**src/rtl/phase_sequencer.sv**
```systemverilog
// Timing and sequencing controller for the 8-phase intersection FSM, with emergency preemption.
// Optional left-turn demand sensing is compiled in with `define PHASE_SEQ_LEFT_SENSE_EN.
module phase_sequencer #(
    parameter int CLK_DIV  = 50_000_000,
    parameter int GREEN_T  = 20,
    parameter int YELLOW_T = 4,
    parameter int RED_T    = 2,
    parameter int LEFT_T   = 8,
    parameter int CNT_W    = 8
) (
    input  logic             clk,
    input  logic             resetn,
    input  logic             enable,
    input  logic             emergency,
`ifdef PHASE_SEQ_LEFT_SENSE_EN
    input  logic             left_req_n,
    input  logic             left_req_e,
`endif
    output logic             go,
    output logic [2:0]       phase,
    output logic [CNT_W-1:0] remaining,
    output logic             emerg_active
);

    localparam int PW = $clog2(CLK_DIV);

    localparam logic [PW-1:0]    PRE_MAX  = PW'(CLK_DIV - 1);
    localparam logic [PW-1:0]    PRE_ONE  = PW'(1);
    localparam logic [CNT_W-1:0] CNT_ONE  = CNT_W'(1);
    localparam logic [CNT_W-1:0] GREEN_L  = CNT_W'(GREEN_T - 1);
    localparam logic [CNT_W-1:0] YELLOW_L = CNT_W'(YELLOW_T - 1);
    localparam logic [CNT_W-1:0] RED_L    = CNT_W'(RED_T - 1);
    localparam logic [CNT_W-1:0] LEFT_L   = CNT_W'(LEFT_T - 1);

    typedef enum logic [1:0] {
        RUN,
        PREEMPT,
        HOLD
    } ctrl_t;

    ctrl_t            ctrl, ctrl_next;
    logic [PW-1:0]    presc, presc_next;
    logic [2:0]       phase_next;
    logic [CNT_W-1:0] remaining_next;
    logic             esync_meta, esync;
    logic             tick;
    logic             left_ok_n, left_ok_e;

    function automatic logic is_red(input logic [2:0] p);
        return (p == 3'd2) || (p == 3'd6);
    endfunction

    // Green and left phases are the ones an emergency may cut short.
    function automatic logic is_trunc(input logic [2:0] p);
        return (p == 3'd0) || (p == 3'd3) || (p == 3'd4) || (p == 3'd7);
    endfunction

    function automatic logic [CNT_W-1:0] entry_load(input logic [2:0] p, input logic preempt,
                                                    input logic ok_n, input logic ok_e);
        logic [CNT_W-1:0] v;
        case (p)
            3'd0, 3'd4: v = GREEN_L;
            3'd1, 3'd5: v = YELLOW_L;
            3'd2, 3'd6: v = RED_L;
            3'd3:       v = ok_e ? LEFT_L : '0;
            default:    v = ok_n ? LEFT_L : '0;
        endcase
        if (preempt && is_trunc(p)) begin
            v = '0;
        end
        return v;
    endfunction

`ifdef PHASE_SEQ_LEFT_SENSE_EN
    logic latch_n, latch_e;

    // Demand is remembered until its left phase has been served.
    always_ff @(posedge clk or negedge resetn) begin
        if (!resetn) begin
            latch_n <= 1'b0;
            latch_e <= 1'b0;
        end else begin
            if (left_req_n && (phase != 3'd7)) begin
                latch_n <= 1'b1;
            end else if (go && (phase == 3'd7)) begin
                latch_n <= 1'b0;
            end
            if (left_req_e && (phase != 3'd3)) begin
                latch_e <= 1'b1;
            end else if (go && (phase == 3'd3)) begin
                latch_e <= 1'b0;
            end
        end
    end

    assign left_ok_n = latch_n | left_req_n;
    assign left_ok_e = latch_e | left_req_e;
`else
    assign left_ok_n = 1'b1;
    assign left_ok_e = 1'b1;
`endif

    always_ff @(posedge clk or negedge resetn) begin
        if (!resetn) begin
            ctrl         <= RUN;
            presc        <= '0;
            phase        <= 3'd0;
            remaining    <= GREEN_L;
            esync_meta   <= 1'b0;
            esync        <= 1'b0;
            emerg_active <= 1'b0;
        end else begin
            ctrl         <= ctrl_next;
            presc        <= presc_next;
            phase        <= phase_next;
            remaining    <= remaining_next;
            esync_meta   <= emergency;
            esync        <= esync_meta;
            emerg_active <= (ctrl_next != RUN);
        end
    end

    always_comb begin
        ctrl_next      = ctrl;
        presc_next     = presc;
        phase_next     = phase;
        remaining_next = remaining;
        go             = 1'b0;
        tick           = enable && (ctrl != HOLD) && (presc == PRE_MAX);

        if (enable) begin
            if ((ctrl == HOLD) || tick) begin
                presc_next = '0;
            end else begin
                presc_next = presc + PRE_ONE;
            end

            if (tick) begin
                if (remaining != '0) begin
                    remaining_next = remaining - CNT_ONE;
                end else begin
                    go             = 1'b1;
                    phase_next     = phase + 3'd1;
                    remaining_next = entry_load(phase + 3'd1, ctrl == PREEMPT, left_ok_n, left_ok_e);
                end
            end

            // An advance in the same cycle wins; the emergency is judged against the new phase next cycle.
            case (ctrl)
                RUN: begin
                    if (esync && !go) begin
                        if (is_red(phase)) begin
                            ctrl_next = HOLD;
                        end else begin
                            ctrl_next = PREEMPT;
                            if (is_trunc(phase)) begin
                                remaining_next = '0;
                            end
                        end
                    end
                end
                PREEMPT: begin
                    if (go && is_red(phase_next)) begin
                        ctrl_next = HOLD;
                    end
                end
                HOLD: begin
                    if (!esync) begin
                        ctrl_next = RUN;
                    end
                end
                default: ctrl_next = RUN;
            endcase
        end
    end

endmodule

```
**config.mk**
```make
export PLATFORM = sky130hd
export DESIGN_NAME = phase_sequencer
export DESIGN_NICKNAME = d
export VERILOG_FILES = /design/src/rtl/phase_sequencer.sv
export SDC_FILE = /design/constraint.sdc
export NUM_CORES = 1
export LEC_CHECK = 0
export BUFFER_PORTS_ARGS = -buffer_cell sky130_fd_sc_hd__buf_2
export CORE_MARGIN = 2
export CORE_UTILIZATION = 35
export CTS_CLUSTER_DIAMETER = 120
export DETAILED_ROUTE_END_ITERATION = 7
export PLACE_DENSITY = 0.55
export SLEW_MARGIN = 20
export SYNTH_ARGS = -nofsm -noshare
export SYNTH_HDL_FRONTEND = slang
export SYNTH_SLANG_ARGS = --single-unit
```
**constraint.sdc**
```tcl
create_clock -name clk -period 6.7 [get_ports clk]
set_input_delay 0.67 -clock clk [delete_from_list [all_inputs] [get_ports clk]]
set_output_delay 0.67 -clock clk [all_outputs]
set_load 0.03 [all_outputs]
```
==> results by group, run 1 <==
STA
  • Setup TNS: 0 ns
  • Final worst path period need: 2.97 ns
  • Final Worst Setup Slack: 3.73 ns
  • FMAX: about 0.34 GHz
  • Period utilization: 44.3%
  • Final Hold Viols: 0
  • Hold_ws: 0.357 ns
  • Worst slew pin tran: roughly 0.95 ns
  • RSZ-0062 raised after global routing: false
  • Pins Over Slew Limit: 0
  • Post-route clock skew: 0.00742 ns
  • Final Setup Violations: 0
  • Slew headroom: 36.9%

Yosys
  • Asr flop ratio synth: 100%
  • Post-Syn Area: 2310 µm²
  • Post-synthesis average cell area: 9.42 µm²
  • Synth Flop Type: dfrtp_1
  • Synth Area in Simple Gates: between 20 and 30%
  • Post-synth EDFFs: 0
  • Post-synthesis xor/xnor area fraction: 9.86%
  • Post-synthesis compound-gate area fraction: 8.94%
  • Synthesized flop and latch total: 42
  • Synth cell types: 49
  • Largest family of logic cells by synthesized area: simple AND/OR/NAND/NOR gates
  • Mapped Cells: approximately 250
  • Ys Warns: 0
  • Post-Syn Nets: 255
  • Register area share after synthesis: 45.7%
  • Adder-Cell Fraction of Synth Area: 3.25%
  • Mux cell area share after synthesis: less than 1%

Pwr
  • Total power divided by cell area: 223 nW/µm²
  • Pleak: 1.12 nW
  • Peak supply drop: 98.7 µV

Hold path
  • Hold Crit Class: flip-flop to flip-flop

Global routing
  • First-pass GRT wire length: between 8000 and 9000 µm
  • Vias in the first global route: 1746
  • Antenna violations before repair: 0
  • GRT Util Overall: 14.5%
  • Grt ovf: 0
  • Pin count of the biggest net entering global routing: between 40 and 50

Critical path
  • Crit-path max FO: 7
  • CP most frequent cell: or4_4
  • Crit end category: output port
  • CP Cell Sequence: or4_4, or4_4, nor3_1, buf_2
  • CP Buf/Inv Count: 1
  • Top Family by Delay on Critical Path: simple AND/OR/NAND/NOR gates
  • Slowest cell on crit path: or4_4
  • Worst Path Arrival: 2.30 ns
  • Startpoint types: flip-flop
  • Critical Path RT: 6.03 ns
  • Slowest Stage Delay on Critical Path: about 0.57 ns
  • Crit path kind: flip-flop to output port

Placed design
  • Dpl ws: just under 4 ns
  • Port bufs: 16
  • Final RePlAce weighted congestion: 0.776
  • HPWL Detailed: roughly 3300 µm
  • Dpl cell area: 2460 µm²

Drt
  • Total wire length: 4760 µm
  • First-pass iteration count of the detailed router: 4
  • DRT iter0 DRCs: 115
  • WL per Instance: around 14 µm
  • # DRC: 0
  • Detail Route Antenna Nets: 0
  • Drt via density: 5.34
  • Vias: 1809

CTS
  • CTS resizes: 0
  • Clk buf depth: 2
  • Hold buffers post-CTS: 0
  • Num CTS Buffers: 5
  • Clock Sinks: 42
  • H-Tree Depth: 2
  • Reg clk slew, reported paths: 0.08 ns
  • Post-CTS setup buffers: 0
  • Worst-Skew Late Latency: ~0.3 ns
  • TritonCTS clock tree: done
  • Root Buffer: clkbuf_8

Die
  • Die Y: 85.2 µm
  • IO Count: 17
  • Core Footprint: ~6300 µm²
  • Rows: 29
  • Die area: 7260 µm²
  • DIE WIDTH: roughly 85 µm
  • Initial Util: between 30 and 40%

Layout
  • Fin area: about 2600 µm²
  • Antenna Cells: 0
  • # fillers: about 610
  • Layout cells sized above 1: 14.5%
  • Nets: 271
  • Syn-to-layout area delta: 11.5%

Run status
  • Outcome: completed

Job
  • Max-capacitance violation count: 0
power breakdown:
group / leakage (nW) / switching, mW / total [mW] / internal (mW)
sequential: 0.531 / 0.0252 / 0.301 / 0.276
clock: 0.0579 / 0.0911 / 0.201 / 0.110
combinational: 0.529 / 0.0415 / 0.0714 / 0.0299
path summary, 6_finish.rpt:
kind / start / end / slack (ns) / depth (start not counted)
max in group asynchronous: resetn / presc[18] / 5.61 / 1
worst max register to register: presc[16] / emerg_active / 3.96 / 5
min in group asynchronous: resetn / phase[0] / 0.52 / 1
worst min register to register: esync_meta / esync / 0.36 / 0
worst min-delay path: esync_meta / esync / 0.36 / 0
worst max-delay path: presc[16] / go / 3.73 / 4
area by class of cell:
cell class	count	area, µm²	share of cell area [%]
inverters	9	33.8	1.31
flip-flops and latches	42	1050	41.0
clock inverters	3	40.0	1.56
clock buffers	5	68.8	2.67
multi-input cells	186	1190	46.3
well taps	77	96.3	3.74
repair buffers	17	87.6	3.40
placed cells by master (no fill, tap or decap), types with 3 or more instances in the layout:
cell type and instances:
inv_1 9, nor2_1 30, nand2b_1 3, buf_2 16
and4_1 3, dfrtp_1 39, a21oi_1 8, nand2_1 20
clkbuf_8 5, nand3_1 11, xnor2_1 12, nand4_1 13
ha_1 6, xor2_1 14, or3_1 3, dfstp_2 3
and3_1 7, nor4_1 4, nor3_1 13
sequential cells by signal, indices dropped and copies added, names as in the netlist:
| register | flops |
|---|---|
| esync_meta | 1 |
| presc | 26 |
| ctrl | 2 |
| remaining | 8 |
| emerg_active | 1 |
| phase | 3 |
| esync | 1 |
synth_stat cells (all sizes together), types with 2 or more instances:
library cell,instances,area (µm²)
nor2b,2,12.5
nand2,20,75.1
and3,9,58.8
dfstp,3,78.8
nand3,12,65.1
or4,4,37.5
a211o,2,17.5
a31oi,2,12.5
nor4b,2,23.8
dfrtp,39,976
a22o,2,17.5
mux2i,2,20.0
clkbuf,4,15.0
or3,3,18.8
xnor2,12,105
nor4,5,31.3
nor3,13,65.1
nand2b,3,18.8
nor2,30,113
nand4,13,81.3
xor2,14,123
and4,3,26.3
ha,6,75.1
a21oi,8,40.0
buf,4,18.8
inv,9,33.8
o21ai,3,15.0
cells by family (layout without fill, tap and decap cells):
logic type | after synthesis | count (layout)
compound gates | 29 | 29
xor+xnor | 26 | 26
fa+ha+maj | 6 | 6
buf+inv | 17 | 34
flops | 42 | 42
mux | 2 | 2
simple gates | 123 | 123
stage by stage:
step	util, %	instances	total power, mW
final	40.5	339	0.574
after global routing	40.5	339	0.606
after CTS	40.4	339	0.579
after detailed placement	38.7	331	0.378
after global placement	38.7	331	0.378
after floorplan	-	245	0.356
routing by layer:
metal  up-vias  GRT usage (%)  wire length [µm]
li1        907              -                 -
met1       870           20.9              2360
met5         -              0                 0
met2        27           21.4              2160
met4         0           3.90                57
met3         5           4.09               179
No activity file was read; power rests on OpenSTA's default activity.
==> inputs of run 2 (changes only) <==
==> constraint.sdc (replaced) <==
create_clock -name clk -period 2.96 [get_ports clk]
set_input_delay 0.296 -clock clk [delete_from_list [all_inputs] [get_ports clk]]
set_output_delay 0.296 -clock clk [all_outputs]
set_load 0.03 [all_outputs]
==> results by group, run 2 (synthesized netlist as in run 1, its figures left out) <==
Global routing
  • Pin count of the biggest net entering global routing: 43
  • First-pass GRT wire length: between 8000 and 9000 µm
  • Grt ovf: 0
  • Vias in the first global route: 1728
  • Antenna violations before repair: 0
  • GRT Util Overall: 14.4%

STA
  • Worst slew pin tran: approximately 0.60 ns
  • Slew headroom: 59.9%
  • Post-route clock skew: slightly below 0.01 ns
  • Period utilization: 88.2%
  • Final Setup Violations: 0
  • Pins Over Slew Limit: 0
  • Hold_ws: -0.0281 ns
  • FMAX: 0.383 GHz
  • RSZ-0062 raised after global routing: false
  • Final worst path period need: 2.61 ns
  • Final Hold Viols: 13
  • Setup TNS: 0 ns

Critical path
  • CP Buf/Inv Count: 0
  • Slowest Stage Delay on Critical Path: between 0.5 and 0.6 ns
  • Worst Path Arrival: roughly 2.8 ns
  • CP most frequent cell: or4_4
  • Critical Path RT: 3.13 ns
  • Startpoint types: flip-flop
  • Crit end category: flip-flop
  • CP Cell Sequence: or4_4, or4_4, or4_1, a32o_1, a211o_1
  • Crit path kind: flip-flop to flip-flop
  • CP Launch Point: presc[16]
  • Slowest cell on crit path: or4_4
  • FF-to-FF setup slack: 0.35 ns
  • Crit-path max FO: 7
  • R2R Path Start: presc[16]
  • Top Family by Delay on Critical Path: simple AND/OR/NAND/NOR gates

Layout
  • Antenna Cells: 0
  • Largest register by flop count: presc
  • Layout cells sized above 1: 14.1%
  • # fillers: 629
  • Max FFs per register: 26
  • Nets: around 270
  • Syn-to-layout area delta: 10.8%
  • Largest registers: presc (26), remaining (8), phase (3)
  • Commonest non-fill, non-tap cells in the layout: 39 x dfrtp_1, 30 x nor2_1, 20 x nand2_1, 15 x buf_2, 14 x xor2_1
  • Commonest non-fill, non-tap cell in the layout: dfrtp_1
  • Final Util: 40.3%

Drt
  • DRT iter0 DRCs: 66
  • Vias: around 1800
  • # DRC: 0
  • First-pass iteration count of the detailed router: 4
  • Total wire length: 4730 µm
  • Detail Route Antenna Nets: 0
  • WL per Instance: 14.0 µm
  • Drt via density: 5.30

CTS
  • TritonCTS clock tree: done
  • H-Tree Depth: 2
  • Reg clk slew, reported paths: 0.08 ns
  • Clk buf depth: 2
  • Num CTS Buffers: 5
  • Worst-Skew Late Latency: 0.29 ns
  • Clock Sinks: between 40 and 50
  • Root Buffer: clkbuf_8
  • CTS resizes: 0
  • Hold buffers post-CTS: 0
  • Post-CTS setup buffers: 0

Placed design
  • Final RePlAce weighted congestion: 0.747
  • HPWL Detailed: approximately 3300 µm
  • Port bufs: 16

Die
  • Core Footprint: 6350 µm²
  • Rows: 29
  • DIE WIDTH: 85.2 µm
  • Die Y: roughly 85 µm
  • IO Count: 17
  • Die area: 7260 µm²
  • Initial Util: approximately 36%

Run status
  • Outcome: complete, but fails checks
  • Failing checks: negative hold slack

Pwr
  • Pleak: 1.11 nW
  • Total power divided by cell area: roughly 470 nW/µm²
  • Peak supply drop: slightly above 200 µV

Hold path
  • Hold Crit Class: input pin to asynchronous set/reset pin

Job
  • Max-capacitance violation count: 0
==> run 2: cell count changes in the layout (fill, tap and decap cells not counted) <==
cell and change:
nor4_2 -1, bufinv_16 -1, clkinv_2 -2, nor4_1 +1
buf_4 +3, clkbuf_8 +1, buf_2 -1
==> run 2: worst paths after layout <==
check                          endpoint  cells past startpoint
max in group asynchronous    esync_meta                      1
max                        emerg_active                      5
max reg2reg                emerg_active                      5
min reg2reg                       esync                      0
min in group clk             esync_meta                      1
min                            phase[0]                      1
==> run 2: per-stage QoR <==
step                power (mW)  cell area, µm²  cells  setup slack (ns)
floorplan                0.806            2310    245             0.465
CTS                       1.23            2560    339             0.356
global placement         0.854            2470    333             0.413
detailed placement       0.857            2470    333             0.370
global route              1.29            2560    339             0.172
finish                    1.21            2560    339             0.348
==> run 2: per-layer routing <==
metal	track usage, %	share of wire, %
met1	20.4	49
met2	22.4	47
met3	3.21	2.8
met4	3.90	1.1
met5	0	0
==> run 2: power by group <==
part / leakage, nW / switching (mW) / internal (mW)
combinational: 0.539 / 0.0933 / 0.0679
clock: 0.0431 / 0.187 / 0.180
sequential: 0.531 / 0.0574 / 0.626
total: 1.11 / 0.338 / 0.874
==> run 2: layout make-up <==
type                       instances  area [µm²]  area share [%]
multi-input combinational        186        1190            46.4
sequential                        42        1050            41.2
timing repair buffer              19         105            4.11
tap                               77        96.3            3.77
clock buffer                       6        82.6            3.23
inverter                           9        33.8            1.32
==> inputs of run 3 (changes only) <==
==> constraint.sdc (replaced) <==
create_clock -name clk -period 2.9 [get_ports clk]
set_input_delay 0.29 -clock clk [delete_from_list [all_inputs] [get_ports clk]]
set_output_delay 0.29 -clock clk [all_outputs]
set_load 0.03 [all_outputs]
==> results by group, run 3 (synthesized netlist as in run 1, its figures left out) <==
Critical path
  • Top Family by Delay on Critical Path: simple AND/OR/NAND/NOR gates
  • Crit end category: flip-flop
  • FF-to-FF setup slack: 0.28 ns
  • CP Buf/Inv Count: 0
  • Slowest Stage Delay on Critical Path: between 0.5 and 0.6 ns
  • Startpoint types: flip-flop
  • CP Cell Sequence: or4_4, or4_4, or4_1, a32o_1, a211o_1
  • Slowest cell on crit path: or4_4
  • Crit-path max FO: 7
  • Crit path kind: flip-flop to flip-flop
  • Critical Path RT: 3.09 ns
  • Worst Path Arrival: 2.81 ns
  • CP most frequent cell: or4_4

Pwr
  • Peak supply drop: 301 µV
  • Pleak: 1.13 nW
  • Total power divided by cell area: between 500 and 600 nW/µm²
  • Final Power: between 1 and 1.5 mW

Global routing
  • First-pass GRT wire length: 8510 µm
  • Vias in the first global route: 1764
  • GRT Util Overall: between 10% and 20%
  • Grt ovf: 0
  • Antenna violations before repair: 0
  • Pin count of the biggest net entering global routing: 43

Drt
  • Vias: 1867
  • Detail Route Antenna Nets: 0
  • Drt via density: 5.43
  • # DRC: 0
  • DRT iter0 DRCs: 96
  • WL per Instance: 14.3 µm
  • First-pass iteration count of the detailed router: 4
  • Total wire length: 4920 µm

CTS
  • CTS resizes: 0
  • Hold buffers post-CTS: 0
  • Reg clk slew, reported paths: 0.08 ns
  • Root Buffer: clkbuf_8
  • TritonCTS clock tree: done
  • Worst-Skew Late Latency: 0.30 ns
  • H-Tree Depth: 2
  • Post-CTS setup buffers: 0
  • Clk buf depth: 2
  • Num CTS Buffers: 5
  • Clock Sinks: 42

Layout
  • Nets: 276
  • Largest registers: presc (26), remaining (8), phase (3)
  • Largest register by flop count: presc
  • Max FFs per register: 26
  • # fillers: 632
  • Commonest non-fill, non-tap cells in the layout: 39 x dfrtp_1, 30 x nor2_1, 20 x nand2_1, 16 x buf_2, 14 x xor2_1
  • Antenna Cells: 0
  • Commonest non-fill, non-tap cell in the layout: dfrtp_1
  • Syn-to-layout area delta: 13.1%
  • Layout cells sized above 1: approximately 16%

STA
  • Setup TNS: 0 ns
  • Post-route clock skew: 0.00535 ns
  • Final Setup Violations: 0
  • Final Hold Viols: 0
  • Worst slew pin tran: 0.958 ns
  • Final Worst Setup Slack: 0.279 ns
  • FMAX: about 0.38 GHz
  • RSZ-0062 raised after global routing: false
  • Period utilization: 90.4%
  • Pins Over Slew Limit: 0
  • Final worst path period need: 2.62 ns
  • Slew headroom: 36.1%

Die
  • DIE WIDTH: 85.2 µm
  • IO Count: 17
  • Rows: 29
  • Die area: ~7300 µm²
  • Core Footprint: 6350 µm²
  • Initial Util: ~36%
  • Die Y: 85.2 µm

Placed design
  • Port bufs: 16
  • Dpl ws: 0.293 ns
  • HPWL Detailed: approximately 3300 µm
  • Final RePlAce weighted congestion: 0.764

Job
  • Max-capacitance violation count: 0

Hold path
  • Hold Crit Class: input pin to flip-flop

Run status
  • Outcome: completed
==> run 3: cell types whose count changed in the layout (fill, tap and decap cells not counted) <==
cell | before | now
buf_4 | 4 | 6
clkinvlp_4 | 0 | 2
buf_2 | 15 | 16
bufinv_16 | 0 | 1
clkbuf_8 | 6 | 5
==> run 3: per-layer routing <==
layer	GRT usage [%]	vias to the layer above	routed length, µm
li1	-	918	-
met1	20.0	910	2420
met2	23.0	31	2250
met3	3.02	8	165
met4	5.63	0	85
met5	0	-	0
==> run 3: through the flow <==
| step | instances | hold WS, ns | utilization, % | cell area (µm²) |
|---|---|---|---|---|
| floorplan | 245 | -0.00559 | - | 2310 |
| global route | 344 | 0.0773 | 41.1 | 2610 |
| detailed placement | 336 | 0.338 | 39.3 | 2500 |
| finish | 344 | 0.0894 | 41.1 | 2610 |
| global placement | 336 | 0.333 | 39.3 | 2500 |
| CTS | 344 | 0.0820 | 41.1 | 2610 |
==> run 3: area by class of cell <==
cell class | instances | area [µm²] | share of cell area, %
well taps | 77 | 96.3 | 3.69
multi-input cells | 186 | 1190 | 45.4
clock inverters | 3 | 45.0 | 1.73
flip-flops and latches | 42 | 1050 | 40.4
clock buffers | 5 | 68.8 | 2.64
repair buffers | 22 | 125 | 4.79
inverters | 9 | 33.8 | 1.29
==> run 3: worst paths after layout <==
check                            from            to  cells past startpoint
min in group asynchronous      resetn      phase[0]                      1
hold reg to reg            esync_meta         esync                      0
hold / removal              emergency    esync_meta                      1
max in group asynchronous      resetn     presc[16]                      1
setup reg to reg            presc[16]  emerg_active                      5
setup / recovery            presc[16]  emerg_active                      5
==> run 3: power breakdown <==
group / leakage [nW] / total (mW) / internal, mW / switching, mW
registers: 0.531 / 0.699 / 0.638 / 0.0607
clock network: 0.0504 / 0.476 / 0.256 / 0.220
logic: 0.553 / 0.167 / 0.0708 / 0.0962
total: 1.13 / 1.34 / 0.965 / 0.377
